File: config.mk
export PLATFORM = sky130hd
export DESIGN_NAME = controle_seguidor_muro
export DESIGN_NICKNAME = d
export VERILOG_FILES = /design/src/rtl/controle_seguidor_muro.sv
export SDC_FILE = /design/constraint.sdc
export NUM_CORES = 1
export LEC_CHECK = 0
export CAP_MARGIN = 20
export CORE_ASPECT_RATIO = 1.75
export CORE_MARGIN = 5
export CORE_UTILIZATION = 45
export CTS_CLUSTER_DIAMETER = 150
export DETAILED_ROUTE_END_ITERATION = 16
export DONT_BUFFER_PORTS = 1
export RECOVER_POWER = 25
export SYNTH_ARGS = -nofsm -noshare
export SYNTH_HDL_FRONTEND = slang
export SYNTH_SLANG_ARGS = --single-unit
File: constraint.sdc
create_clock -name clockc2 -period 2.34 [get_ports clockc2]
set_input_delay 0.234 -clock clockc2 [delete_from_list [all_inputs] [get_ports clockc2]]
set_output_delay 0.234 -clock clockc2 [all_outputs]
set_load 0.05 [all_outputs]
File: src/rtl/controle_seguidor_muro.sv
// Wall-following motion controller: synchronised, debounced sensors
// driving a timed turn / removal FSM with registered Moore outputs.
module controle_seguidor_muro #(
  parameter int DEBOUNCE      = 3,
  parameter int TURN_CYCLES   = 8,
  parameter int REMOVE_CYCLES = 16,
  parameter int MAX_RETRIES   = 3
) (
  input  logic       clockc2,
  input  logic       reset,
  input  logic       enable,
  input  logic       lado,
  input  logic       head,
  input  logic       left,
  input  logic       right,
  input  logic       under,
  input  logic       barreira,
  output logic       avancar,
  output logic       girar,
  output logic       girar_dir,
  output logic       remover,
  output logic       falha,
  output logic [2:0] estado
);

  localparam int TMAX = (TURN_CYCLES > REMOVE_CYCLES) ?
                        TURN_CYCLES : REMOVE_CYCLES;
  localparam int TW = (TMAX > 1) ? $clog2(TMAX) : 1;
  localparam int DW = (DEBOUNCE > 1) ? $clog2(DEBOUNCE) : 1;
  localparam int RW = $clog2(MAX_RETRIES + 1);

  localparam logic [TW-1:0] T_TURN = TW'(TURN_CYCLES - 1);
  localparam logic [TW-1:0] T_REM  = TW'(REMOVE_CYCLES - 1);
  localparam logic [DW-1:0] D_LAST = DW'(DEBOUNCE - 1);
  localparam logic [RW-1:0] R_LAST = RW'(MAX_RETRIES - 1);

  typedef enum logic [2:0] {
    PROCURANDO   = 3'b000,
    ACOMPANHANDO = 3'b010,
    REMOVENDO    = 3'b011,
    GIRA         = 3'b100,
    CONTORNA     = 3'b101,
    FALHA        = 3'b110,
    STANDBY      = 3'b111
  } state_e;

  // Sensor bit order: 0 head, 1 left, 2 right, 3 under, 4 barreira
  logic [4:0] raw;
  logic [4:0] s1_q, s2_q;
  logic [4:0] filt;

  assign raw = {barreira, under, right, left, head};

  always_ff @(posedge clockc2 or negedge reset) begin
    if (!reset) begin
      s1_q <= '0;
      s2_q <= '0;
    end else begin
      s1_q <= raw;
      s2_q <= s1_q;
    end
  end

  for (genvar g = 0; g < 5; g++) begin : g_db
    logic [DW-1:0] cnt_q;
    logic          f_q;
    always_ff @(posedge clockc2 or negedge reset) begin
      if (!reset) begin
        cnt_q <= '0;
        f_q   <= 1'b0;
      end else if (s2_q[g] == f_q) begin
        cnt_q <= '0;
      end else if (cnt_q == D_LAST) begin
        cnt_q <= '0;
        f_q   <= s2_q[g];
      end else begin
        cnt_q <= cnt_q + 1'b1;
      end
    end
    assign filt[g] = f_q;
  end

  logic head_f, under_f, bar_f, side;
  assign head_f  = filt[0];
  assign under_f = filt[3];
  assign bar_f   = filt[4];
  assign side    = lado ? filt[2] : filt[1];

  state_e          state_q, state_d;
  state_e          ret_q, ret_d;
  logic [TW-1:0]   timer_q, timer_d;
  logic [RW-1:0]   tries_q, tries_d;
  logic            restart;

  always_comb begin
    state_d = state_q;
    ret_d   = ret_q;
    tries_d = tries_q;
    restart = 1'b0;
    if (!enable) begin
      state_d = STANDBY;
      tries_d = '0;
    end else if (under_f && state_q != FALHA) begin
      state_d = STANDBY;
    end else begin
      case (state_q)
        STANDBY: state_d = PROCURANDO;
        PROCURANDO: begin
          if (bar_f)       state_d = REMOVENDO;
          else if (head_f) state_d = GIRA;
          else if (side)   state_d = ACOMPANHANDO;
        end
        ACOMPANHANDO: begin
          if (bar_f)       state_d = REMOVENDO;
          else if (head_f) state_d = GIRA;
          else if (!side)  state_d = CONTORNA;
        end
        GIRA: begin
          if (bar_f) state_d = REMOVENDO;
          else if (timer_q == T_TURN) begin
            if (head_f) restart = 1'b1;
            else        state_d = ACOMPANHANDO;
          end
        end
        CONTORNA: begin
          if (bar_f)                  state_d = REMOVENDO;
          else if (side)              state_d = ACOMPANHANDO;
          else if (timer_q == T_TURN) state_d = PROCURANDO;
        end
        REMOVENDO: begin
          if (timer_q == T_REM) begin
            if (!bar_f) begin
              state_d = ret_q;
              tries_d = '0;
            end else if (tries_q == R_LAST) begin
              state_d = FALHA;
            end else begin
              tries_d = tries_q + 1'b1;
              restart = 1'b1;
            end
          end
        end
        default: state_d = state_q;
      endcase
    end
    // A fresh removal sequence remembers where to resume
    if (state_d == REMOVENDO && state_q != REMOVENDO) begin
      ret_d   = (state_q == PROCURANDO) ? PROCURANDO : ACOMPANHANDO;
      tries_d = '0;
    end
  end

  always_comb begin
    timer_d = timer_q;
    if (state_d != state_q || restart) timer_d = '0;
    else if (timer_q != {TW{1'b1}})    timer_d = timer_q + 1'b1;
  end

  logic av_q, gi_q, gd_q, rm_q, fa_q;

  always_ff @(posedge clockc2 or negedge reset) begin
    if (!reset) begin
      state_q <= STANDBY;
      ret_q   <= PROCURANDO;
      timer_q <= '0;
      tries_q <= '0;
      av_q    <= 1'b0;
      gi_q    <= 1'b0;
      gd_q    <= 1'b0;
      rm_q    <= 1'b0;
      fa_q    <= 1'b0;
    end else begin
      state_q <= state_d;
      ret_q   <= ret_d;
      timer_q <= timer_d;
      tries_q <= tries_d;
      av_q    <= (state_d == PROCURANDO) || (state_d == ACOMPANHANDO);
      gi_q    <= (state_d == GIRA) || (state_d == CONTORNA);
      gd_q    <= ((state_d == GIRA) && !lado) ||
                 ((state_d == CONTORNA) && lado);
      rm_q    <= (state_d == REMOVENDO);
      fa_q    <= (state_d == FALHA);
    end
  end

  assign avancar   = av_q;
  assign girar     = gi_q;
  assign girar_dir = gd_q;
  assign remover   = rm_q;
  assign falha     = fa_q;
  assign estado    = state_q;

endmodule

==> qor.yml <==
run_status:
  status: "finished clean"
timing:
  slew_viol_final: 0
  period_share_pct: 94.4
  worst_pin_slew_ns: 0.975
  slew_headroom_pct: 35.0
  whs_ns: 0.110
  finalSetupViolCount: 0
  final-hold-violation-count: 0
  fmax_mhz: 453
  min_period_ns: 2.21
  fin_skew_ns: 0.00713
layout:
  syn_to_final_growth_pct: 17.4
  multi_input_area_um2: 860
  nets: 194
  fin_util_pct: 53.9
  regArea_mm2: 0.00100
  final_cells: 233
  diodes: 0
  final_common_cell: "dfrtp_1"
  fill_cells: 366
  drive_gt1_share_pct: 24.5
  final_cell_mix: "37 x dfrtp_1, 11 x buf_4, 9 x nor3_1"
floorplanning:
  ios: 17
  die_h_um: 95.7
  die_area_mm2: 0.00564
  initial_core_util_pct: 45.9
  die_w_um: 59.0
  row_count: 31
  core_mm2: 0.00411
yosys:
  synth-simple-area-share_pct: 20.8
  muxShareOfSynthArea_pct: 4.77
  synth_fa_ha_area_share_pct: 1.33
  synth_top_family_by_area: "simple AND/OR/NAND/NOR gates"
  synth_warnings: 0
  synth_area_per_cell_um2: 11.6
  synth_ff_type: "dfrtp_1"
  synth_edf_count: 0
  synth-compound-area-share_pct: 12.5
  seq_area_frac_synth_pct: 53.2
  synth_area_mm2: 0.00189
  synth.ff_latch_count: 40
  syn_nets: 174
  synthArstFlopShare_pct: 100
  syn_inst: 163
  synth_xor_area_share_pct: 3.71
  synth_cell_types: 49
grt:
  grt_max_degree: 41
  grt_pass1_vias: 1425
  grt_pass1_wl_mm: 6.73
  grt_usage_pct: 16.0
  antenna_found_initial: 0
  overflow: 0
critical_path:
  setup.worst_path.class: "reg2reg"
  cp-start-kind: "flip-flop"
  critPathRequiredTime_ns: 2.54
  crit_fanout: 10
  cp.arrival_ns: 2.40
  reg2reg_depth: 9
  crit_start: "estado[0]"
  critPathCaptureType: "flip-flop"
  rr_startpoint: "estado[0]"
routing:
  avgViaCountPerCell: 5.84
  drt_pre_antenna_iters: 7
  avgRoutedWirePerCell_um: 17.2
  ant_nets: 0
  num_vias: 1360
  wl_mm: 4.02
  drc: 0
  drt_iter0_markers: 39
clocking:
  cts_root_buf: "clkbuf_8"
  clk_pin_slew_ns: 0.09
  ctsHtreeMaxLevel: 2
  cts_made_buffers: 5
  worstSkewPairLatency_ns: 0.29
  clockBufferDepth: 2
  cts_tree: "built"
  cts.sinks: 40
placed_design:
  io_buffers: 0
  hpwl_mm: 2.93
  globalplace.congestion: 0.840
  dp_cells: 213
power_and_ir_drop:
  internal_power_mw: 1.73
  switchingPower_mw: 1.15
  comb_power_share_pct: 38.0
  power_leakage_nw: 0.913
  clkPwrFrac_pct: 20.1
  p_sw_share_pct: 39.9
  pwr-share-seq_pct: 42.0
  irDropWorstVdd_mv: 0.742
  power_density_mw_per_mm2: 1300
min_path:
  whs_path_depth: 1
  hp-class: "in2reg"
  min_from: "enable"
run:
  max_cap_viol_count: 0
-- routing by layer --
layer	track usage [%]	vias up	share of wire (%)
met1	16.5	676	38
li1	-	628	-
met3	3.79	17	3.6
met4	10.4	0	5.0
met2	28.0	39	53
met5	0	-	0
-- power by group through the flow --
stage / clock network, mW / registers, mW / logic, mW
6_report: 0.576 / 1.21 / 1.09
5_1_grt: 0.629 / 1.23 / 1.19
4_1_cts: 0.597 / 1.21 / 1.04
3_5_place_dp: 0 / 1.22 / 0.959
3_3_place_gp: 0 / 1.20 / 0.930
2_1_floorplan: 0 / 1.19 / 0.760
-- state kept, by name, summed over array words and instances (netlist names) --
register,count
ret_q,1
girar,1
s1_q,5
bar_f,1
timer_q,4
falha,1
avancar,1
estado,3
tries_q,2
remover,1
s2_q,5
girar_dir,1
g_db.f_q,4
g_db.cnt_q,10
-- Yosys cell counts (all sizes together) (2+ instances only) --
| library cell | number | area share (%) |
|---|---|---|
| a22oi | 3 | 1.2 |
| mux2 | 5 | 3.2 |
| a21oi | 3 | 0.80 |
| a211oi | 4 | 1.6 |
| nor3b | 9 | 4.1 |
| nand2 | 8 | 1.6 |
| xnor2 | 7 | 3.2 |
| dfrtp | 37 | 49 |
| o21ai | 7 | 1.9 |
| buf | 4 | 2.1 |
| dfstp | 3 | 4.2 |
| nor3 | 9 | 2.4 |
| nand2b | 5 | 1.8 |
| a31oi | 3 | 1.3 |
| nor4bb | 2 | 1.1 |
| nor2 | 8 | 1.6 |
| a2bb2oi | 2 | 0.93 |
| nand3b | 3 | 1.2 |
| mux2i | 3 | 1.6 |
| nand3 | 2 | 0.53 |
| nor2b | 7 | 2.3 |
| inv | 7 | 1.4 |
| ha | 2 | 1.3 |
-- layout make-up --
class                      instances  share of cell area, %
clock buffer                       5                   3.11
sequential                        40                   45.4
timing repair buffer              18                   6.67
multi-input combinational        111                   38.8
inverter                           7                   1.19
tap                               49                   2.77
clock inverter                     3                   2.09
-- kinds of logic after synthesis --
kind of cell / Yosys count
flops: 40
buf+inv: 12
simple gates: 61
fa+ha+maj: 2
compound gates: 32
mux: 8
xor+xnor: 8
-- worst max-delay path, stage by stage, from the launching register on --
cell	delay (ns)
dfstp_2	0.66
buf_4	0.26
nor2b_1	0.07
o21ai_0	0.20
a2111oi_2	0.07
buf_4	0.16
buf_4	0.13
a211oi_2	0.21
nor2_1	0.11
a211oi_1	0.24
-- worst paths after layout --
kind                         endpoint  slack (ns)
max                        timer_q[0]        0.13
min                        tries_q[1]        0.11
max reg2reg                timer_q[0]        0.13
min reg2reg                   s2_q[3]        0.35
max in group asynchronous     s2_q[2]        1.09
min in group asynchronous  timer_q[0]        0.64
-- per-stage QoR --
stage / power [mW] / worst slack (ns) / setup TNS, ns / area [µm²]
floorplan: 1.95 / 0.114 / 0 / 1890
global placement: 2.13 / -0.0191 / -0.0354 / 1950
detailed placement: 2.17 / -0.0771 / -0.205 / 1950
CTS: 2.84 / 0.0334 / 0 / 2180
global route: 3.06 / -0.00578 / -0.00578 / 2210
finish: 2.87 / 0.132 / 0 / 2210
-- what timing repair did --
item | 4_1_cts | 5_1_grt
endpoints found under the setup margin | 3 | 7
pin swaps | 1 | 1
setup buffers | 2 | 3
hold endpoints to repair | 45 | 0
hold buffers | 7 | 0
gates resized for setup | 4 | 4
Note: power is estimated with default switching activity, not from simulation.
